**config.mk**
```make
export PLATFORM = sky130hd
export DESIGN_NAME = fetch_buffer_nway
export DESIGN_NICKNAME = d
export VERILOG_FILES = /design/src/rtl/fetch_buffer_nway.sv
export SDC_FILE = /design/constraint.sdc
export NUM_CORES = 1
export LEC_CHECK = 0
export BUFFER_PORTS_ARGS = -buffer_cell sky130_fd_sc_hd__clkbuf_2
export CAP_MARGIN = 15
export CORE_UTILIZATION = 35
export CTS_BUF_LIST = sky130_fd_sc_hd__clkbuf_4 sky130_fd_sc_hd__clkbuf_8
export CTS_CLUSTER_DIAMETER = 30
export DETAILED_ROUTE_END_ITERATION = 12
export GPL_TIMING_DRIVEN = 0
export PLACE_DENSITY_LB_ADDON = 0.2
export SLEW_MARGIN = 0
export SYNTH_ARGS = -nofsm -noshare
export SYNTH_HDL_FRONTEND = slang
export SYNTH_SLANG_ARGS = --single-unit
```
**constraint.sdc**
```tcl
create_clock -name clk -period 13.09 [get_ports clk]
set_input_delay 1.309 -clock clk [delete_from_list [all_inputs] [get_ports clk]]
set_output_delay 1.309 -clock clk [all_outputs]
set_load 0.05 [all_outputs]
```
**src/rtl/fetch_buffer_nway.sv**
```systemverilog
// N-wide fetch stage: holds the PC, fetches FETCH_WIDTH sequential words per cycle
// into a circular instruction queue, and presents up to FETCH_WIDTH oldest entries to decode.
module fetch_buffer_nway #(
  parameter int          FETCH_WIDTH = 2,
  parameter int          QDEPTH      = 8,
  parameter logic [31:0] RESET_PC    = 32'h0,
  localparam int FW  = FETCH_WIDTH,
  localparam int PSW = (FETCH_WIDTH > 1) ? $clog2(FETCH_WIDTH) : 1,
  localparam int CW  = $clog2(QDEPTH + 1),
  localparam int AW  = $clog2(QDEPTH)
) (
  input  logic              clk,
  input  logic              reset,
  input  logic              stall,
  input  logic              redirect_valid,
  input  logic [31:0]       redirect_pc,
  output logic [31:0]       imem_addr,
  input  logic [32*FW-1:0]  imem_rdata,
  input  logic              pred_taken,
  input  logic [PSW-1:0]    pred_slot,
  input  logic [31:0]       pred_target,
  output logic [31:0]       pcf,
  output logic [FW-1:0]     deq_valid,
  output logic [32*FW-1:0]  deq_instr,
  output logic [32*FW-1:0]  deq_pc,
  output logic [FW-1:0]     deq_pred_taken,
  output logic [CW-1:0]     q_count
);

  logic [31:0]   pcf_q, pcf_d;
  logic [AW-1:0] head_q, head_d, tail_q, tail_d;
  logic [CW-1:0] count_q, count_d;

  logic [31:0] instr_mem [QDEPTH];
  logic [31:0] pc_mem    [QDEPTH];
  logic        pred_mem  [QDEPTH];

  logic          fe;
  logic [CW-1:0] enq_n, deq_n;
  logic [FW-1:0] wr_en;
  logic [AW-1:0] wr_idx [FW];

  // Fetch is throttled on the registered count only, so stall has no path into fetch.
  always_comb begin
    fe      = !redirect_valid && (int'(count_q) <= QDEPTH - FW);
    enq_n   = '0;
    deq_n   = '0;
    if (fe)
      enq_n = pred_taken ? CW'(pred_slot) + CW'(1) : CW'(FW);
    if (!stall && !redirect_valid)
      deq_n = (count_q < CW'(FW)) ? count_q : CW'(FW);

    for (int i = 0; i < FW; i++) begin
      wr_en[i]  = fe && (CW'(i) < enq_n);
      wr_idx[i] = tail_q + AW'(i);
    end

    head_d  = head_q + AW'(deq_n);
    tail_d  = tail_q + AW'(enq_n);
    count_d = count_q + enq_n - deq_n;
    pcf_d   = pcf_q;
    if (redirect_valid) begin
      head_d  = '0;
      tail_d  = '0;
      count_d = '0;
      pcf_d   = {redirect_pc[31:2], 2'b00};
    end else if (fe && pred_taken) begin
      pcf_d   = {pred_target[31:2], 2'b00};
    end else if (fe) begin
      pcf_d   = pcf_q + 32'(4 * FW);
    end
  end

  always_ff @(posedge clk) begin
    if (reset) begin
      pcf_q   <= {RESET_PC[31:2], 2'b00};
      head_q  <= '0;
      tail_q  <= '0;
      count_q <= '0;
    end else begin
      pcf_q   <= pcf_d;
      head_q  <= head_d;
      tail_q  <= tail_d;
      count_q <= count_d;
    end
  end

  // NOTE: queue storage is not reset; entries are only ever read when count_q marks them valid.
  always_ff @(posedge clk) begin
    for (int i = 0; i < FW; i++) begin
      if (wr_en[i]) begin
        instr_mem[wr_idx[i]] <= imem_rdata[32*i +: 32];
        pc_mem[wr_idx[i]]    <= pcf_q + 32'(4 * i);
        pred_mem[wr_idx[i]]  <= pred_taken && (int'(pred_slot) == i);
      end
    end
  end

  always_comb begin
    for (int i = 0; i < FW; i++) begin
      deq_valid[i]         = (int'(count_q) > i) && !redirect_valid;
      deq_instr[32*i +: 32] = instr_mem[head_q + AW'(i)];
      deq_pc[32*i +: 32]    = pc_mem[head_q + AW'(i)];
      deq_pred_taken[i]    = pred_mem[head_q + AW'(i)];
    end
  end

  assign imem_addr = pcf_q;
  assign pcf       = pcf_q;
  assign q_count   = count_q;

endmodule

```
==> flow_metrics.py <==
metrics = {
    "routing": {
        "drc": 0,
        "viasPerCell": 5.390,
        "drt-pass1-iter-count": 5,
        "wirelength_mm": 127.0,
        "drt_iter0_markers": 2683,
        "postRouteAntennaNets": 0,
        "routed-via-count": 25710,
        "wire_per_inst_um": 26.62,
    },
    "clock_network": {
        "cts_tree": "built",
        "clk_latency_ps": 830,
        "cts_made_buffers": 151,
        "cts_buffer_depth": 3,
        "cts_setup_buffers": 0,
        "cts.clk_slew.worst_paths_ps": 50,
        "htree_levels": 4,
        "postCtsHoldBufs": 0,
        "cts.repair.resized": 0,
        "cts_root_buf": "clkbuf_8",
        "clock_sinks": 544,
    },
    "setup_path": {
        "critical_path_class": "register to primary output",
        "r2r_start": "q_count[3]$_SDFF_PP0_",
        "end_kind": "primary output",
        "r2r.worst_path.cells": 10,
        "r2r-end": "instr_mem[0][5]$_DFFE_PP_",
        "r2r_setup_slack_ps": 8640,
        "cp_max_fo": 10,
        "worstPathRequired_ps": 11780,
        "worstPathArrival_ps": 4200,
        "critPathLaunchType": "register",
    },
    "power_and_ir_drop": {
        "power_density_nw_per_um2": 154.3,
        "ir_drop_mv": 0.09139,
        "p_leak_nw": 15.55,
    },
    "sta": {
        "slew_viol_final": 0,
        "finalSetupViolations": 0,
        "holdWs_ps": 617.2,
        "final-hold-violation-count": 0,
        "worst_slew_pin_slew_ps": 1266,
        "post-route-min-period_ps": 5513,
        "fmax_ghz": 0.1814,
        "max_slew_margin_pct": 15.41,
        "fin_ws_ps": 7577,
        "finalCritPeriodShare_pct": 42.12,
        "finClkSkew_ps": 47.32,
        "rsz0062_at_grt": "false",
    },
    "grt": {
        "overflow": 0,
        "antenna_found_initial": 9,
        "grt_use_total_pct": 26.43,
        "use_met1_pct": 34.01,
        "grt_pass1_wl_mm": 179.7,
        "grt_use_met3_pct": 4.795,
        "grt_pass1_vias": 25760,
        "grt_max_degree": 20,
        "met2_usage_pct": 45.03,
        "busiest_layer": "met2",
    },
    "yosys": {
        "synthTopCellsByCount": "nand2_1, edfxtp_1, mux4_2, nor2_1, xor2_1",
        "synth_edf_count": 504,
        "ys_types": 68,
        "yosysTopAreaCell": "edfxtp_1",
        "avgSynthCellArea_sq_um": 11.37,
        "synth_area_sq_um": 33060,
        "synth_top_area_share_pct": 45.77,
        "yosys_warnings": 0,
        "synthArstFlopShare_pct": 0,
        "synth.area.top_cells": "edfxtp_1, mux4_2, nand2_1",
        "postSynthCellCount": 2907,
        "synthFlopType": "edfxtp_1",
        "synth-seq-cells": 544,
        "yosysMostFrequentCell": "nand2_1",
        "ys_seq_area_share_pct": 48.20,
    },
    "final_layout": {
        "fill_cells": 8839,
        "drive_gt1_share_pct": 31.95,
        "regArea_sq_um": 15940,
        "multi_input_area_sq_um": 15570,
        "fin_nets": 3540,
        "synthToLayoutAreaGrowth_pct": 21.84,
        "post-route-cell-area_sq_um": 40280,
    },
    "status": {
        "status": "completed",
    },
    "placement": {
        "numPortBuffers": 255,
        "pre_cts_slack_ps": 8179,
        "placed_area_sq_um": 36920,
        "dp.final_hpwl_mm": 90.15,
        "routabilityCongestion": 0.8817,
    },
    "die": {
        "fp.dieArea_sq_um": 95700,
        "rows": 112,
        "initial_core_util_pct": 35.37,
        "dieHeight_um": 309.4,
        "ios": 334,
        "die_x_um": 309.4,
        "core-area_sq_um": 93470,
    },
    "worst_hold_path": {
        "hold_class": "register to register",
        "holdPathEnd": "head_q[0]$_SDFF_PP0_",
        "holdPathStages": 2,
        "worstHoldStart": "head_q[0]$_SDFF_PP0_",
    },
    "job": {
        "drv_cap": 0,
    },
}
stage by stage:
stage | utilization, % | TNS [ps] | instances | power, mW
after global routing | 43.09 | 0 | 4768 | 6.403
after floorplan | - | 0 | 2914 | 3.267
after detailed placement | 39.50 | 0 | 4485 | 3.765
after global placement | 38.45 | -962150 | 4423 | 3.755
final | 43.10 | 0 | 4770 | 6.214
after CTS | 43.01 | 0 | 4758 | 6.229
critical path, cell delays in order, from the launching register on:
cell and delay [ps]:
dfxtp_1 450, clkbuf_1 490, buf_2 540, buf_1 820, mux4_2 430, mux2_2 360
clkbuf_2 260
area by class of cell:
class,instances,share of cell area (%)
buffer,323,3.951
timing repair buffer,322,5.519
tap,1254,3.895
multi-input combinational,2023,38.66
antenna,7,0.04348
sequential,544,39.56
inverter,24,0.2236
clock inverter,96,2.398
clock buffer,177,5.752
sequential cells by signal, indices dropped and copies added, names as in the netlist:
signal / cells
tail_q: 3
pc_mem: 240
q_count: 4
instr_mem: 256
head_q: 3
imem_addr: 30
pred_mem: 8
cell usage in the layout (no fill, tap or decap), types with 8 or more instances in the layout:
master / n
clkinv_1: 29
a21oi_1: 26
bufinv_16: 15
inv_1: 21
buf_4: 93
edfxtp_1: 504
clkbuf_4: 20
buf_16: 10
nand4_1: 16
buf_6: 8
xor2_1: 166
mux4_2: 252
nor2_1: 221
clkinv_2: 33
o21ai_0: 18
nand3_1: 34
and3_1: 10
ha_1: 13
conb_1: 8
clkbuf_1: 108
dfxtp_1: 40
nor3_1: 13
buf_1: 67
nand2_1: 896
buf_8: 25
xnor2_1: 85
buf_2: 75
clkbuf_8: 158
and2_1: 16
clkbuf_2: 255
mux2_2: 126
power breakdown:
part / internal (mW) / switching [mW]
Clock: 1.49 / 0.980
Combinational: 0.499 / 1.09
Sequential: 2.07 / 0.0797
Total: 4.07 / 2.15
how the worst max path moves through the flow:
stage / start / to
after detailed placement: pred_taken / instr_mem[0][9]$_DFFE_PP_
after global placement: redirect_valid / instr_mem[0][9]$_DFFE_PP_
final: head_q[1]$_SDFF_PP0_ / deq_pc[11]
after global routing: head_q[1]$_SDFF_PP0_ / deq_pc[11]
after CTS: head_q[1]$_SDFF_PP0_ / deq_instr[32]
after floorplan: q_count[3]$_SDFF_PP0_ / instr_mem[0][0]$_DFFE_PP_
cells by family after synthesis:
| family | count (synthesis) | share of synthesized area, % |
|---|---|---|
| xor+xnor | 252 | 6.675 |
| buf+inv | 347 | 5.086 |
| mux | 385 | 21.67 |
| flops | 544 | 48.20 |
| other cells | 1 | 0.01134 |
| simple gates | 1244 | 15.19 |
| fa+ha+maj | 17 | 0.7342 |
| compound gates | 117 | 2.433 |
per-layer routing:
layer | vias up | share of wire [%]
li1 | 11270 | -
met1 | 12900 | 40
met2 | 1290 | 49
met3 | 249 | 7.8
met4 | 2 | 2.6
met5 | - | 0.010
Power figures use the tool's default switching activity.
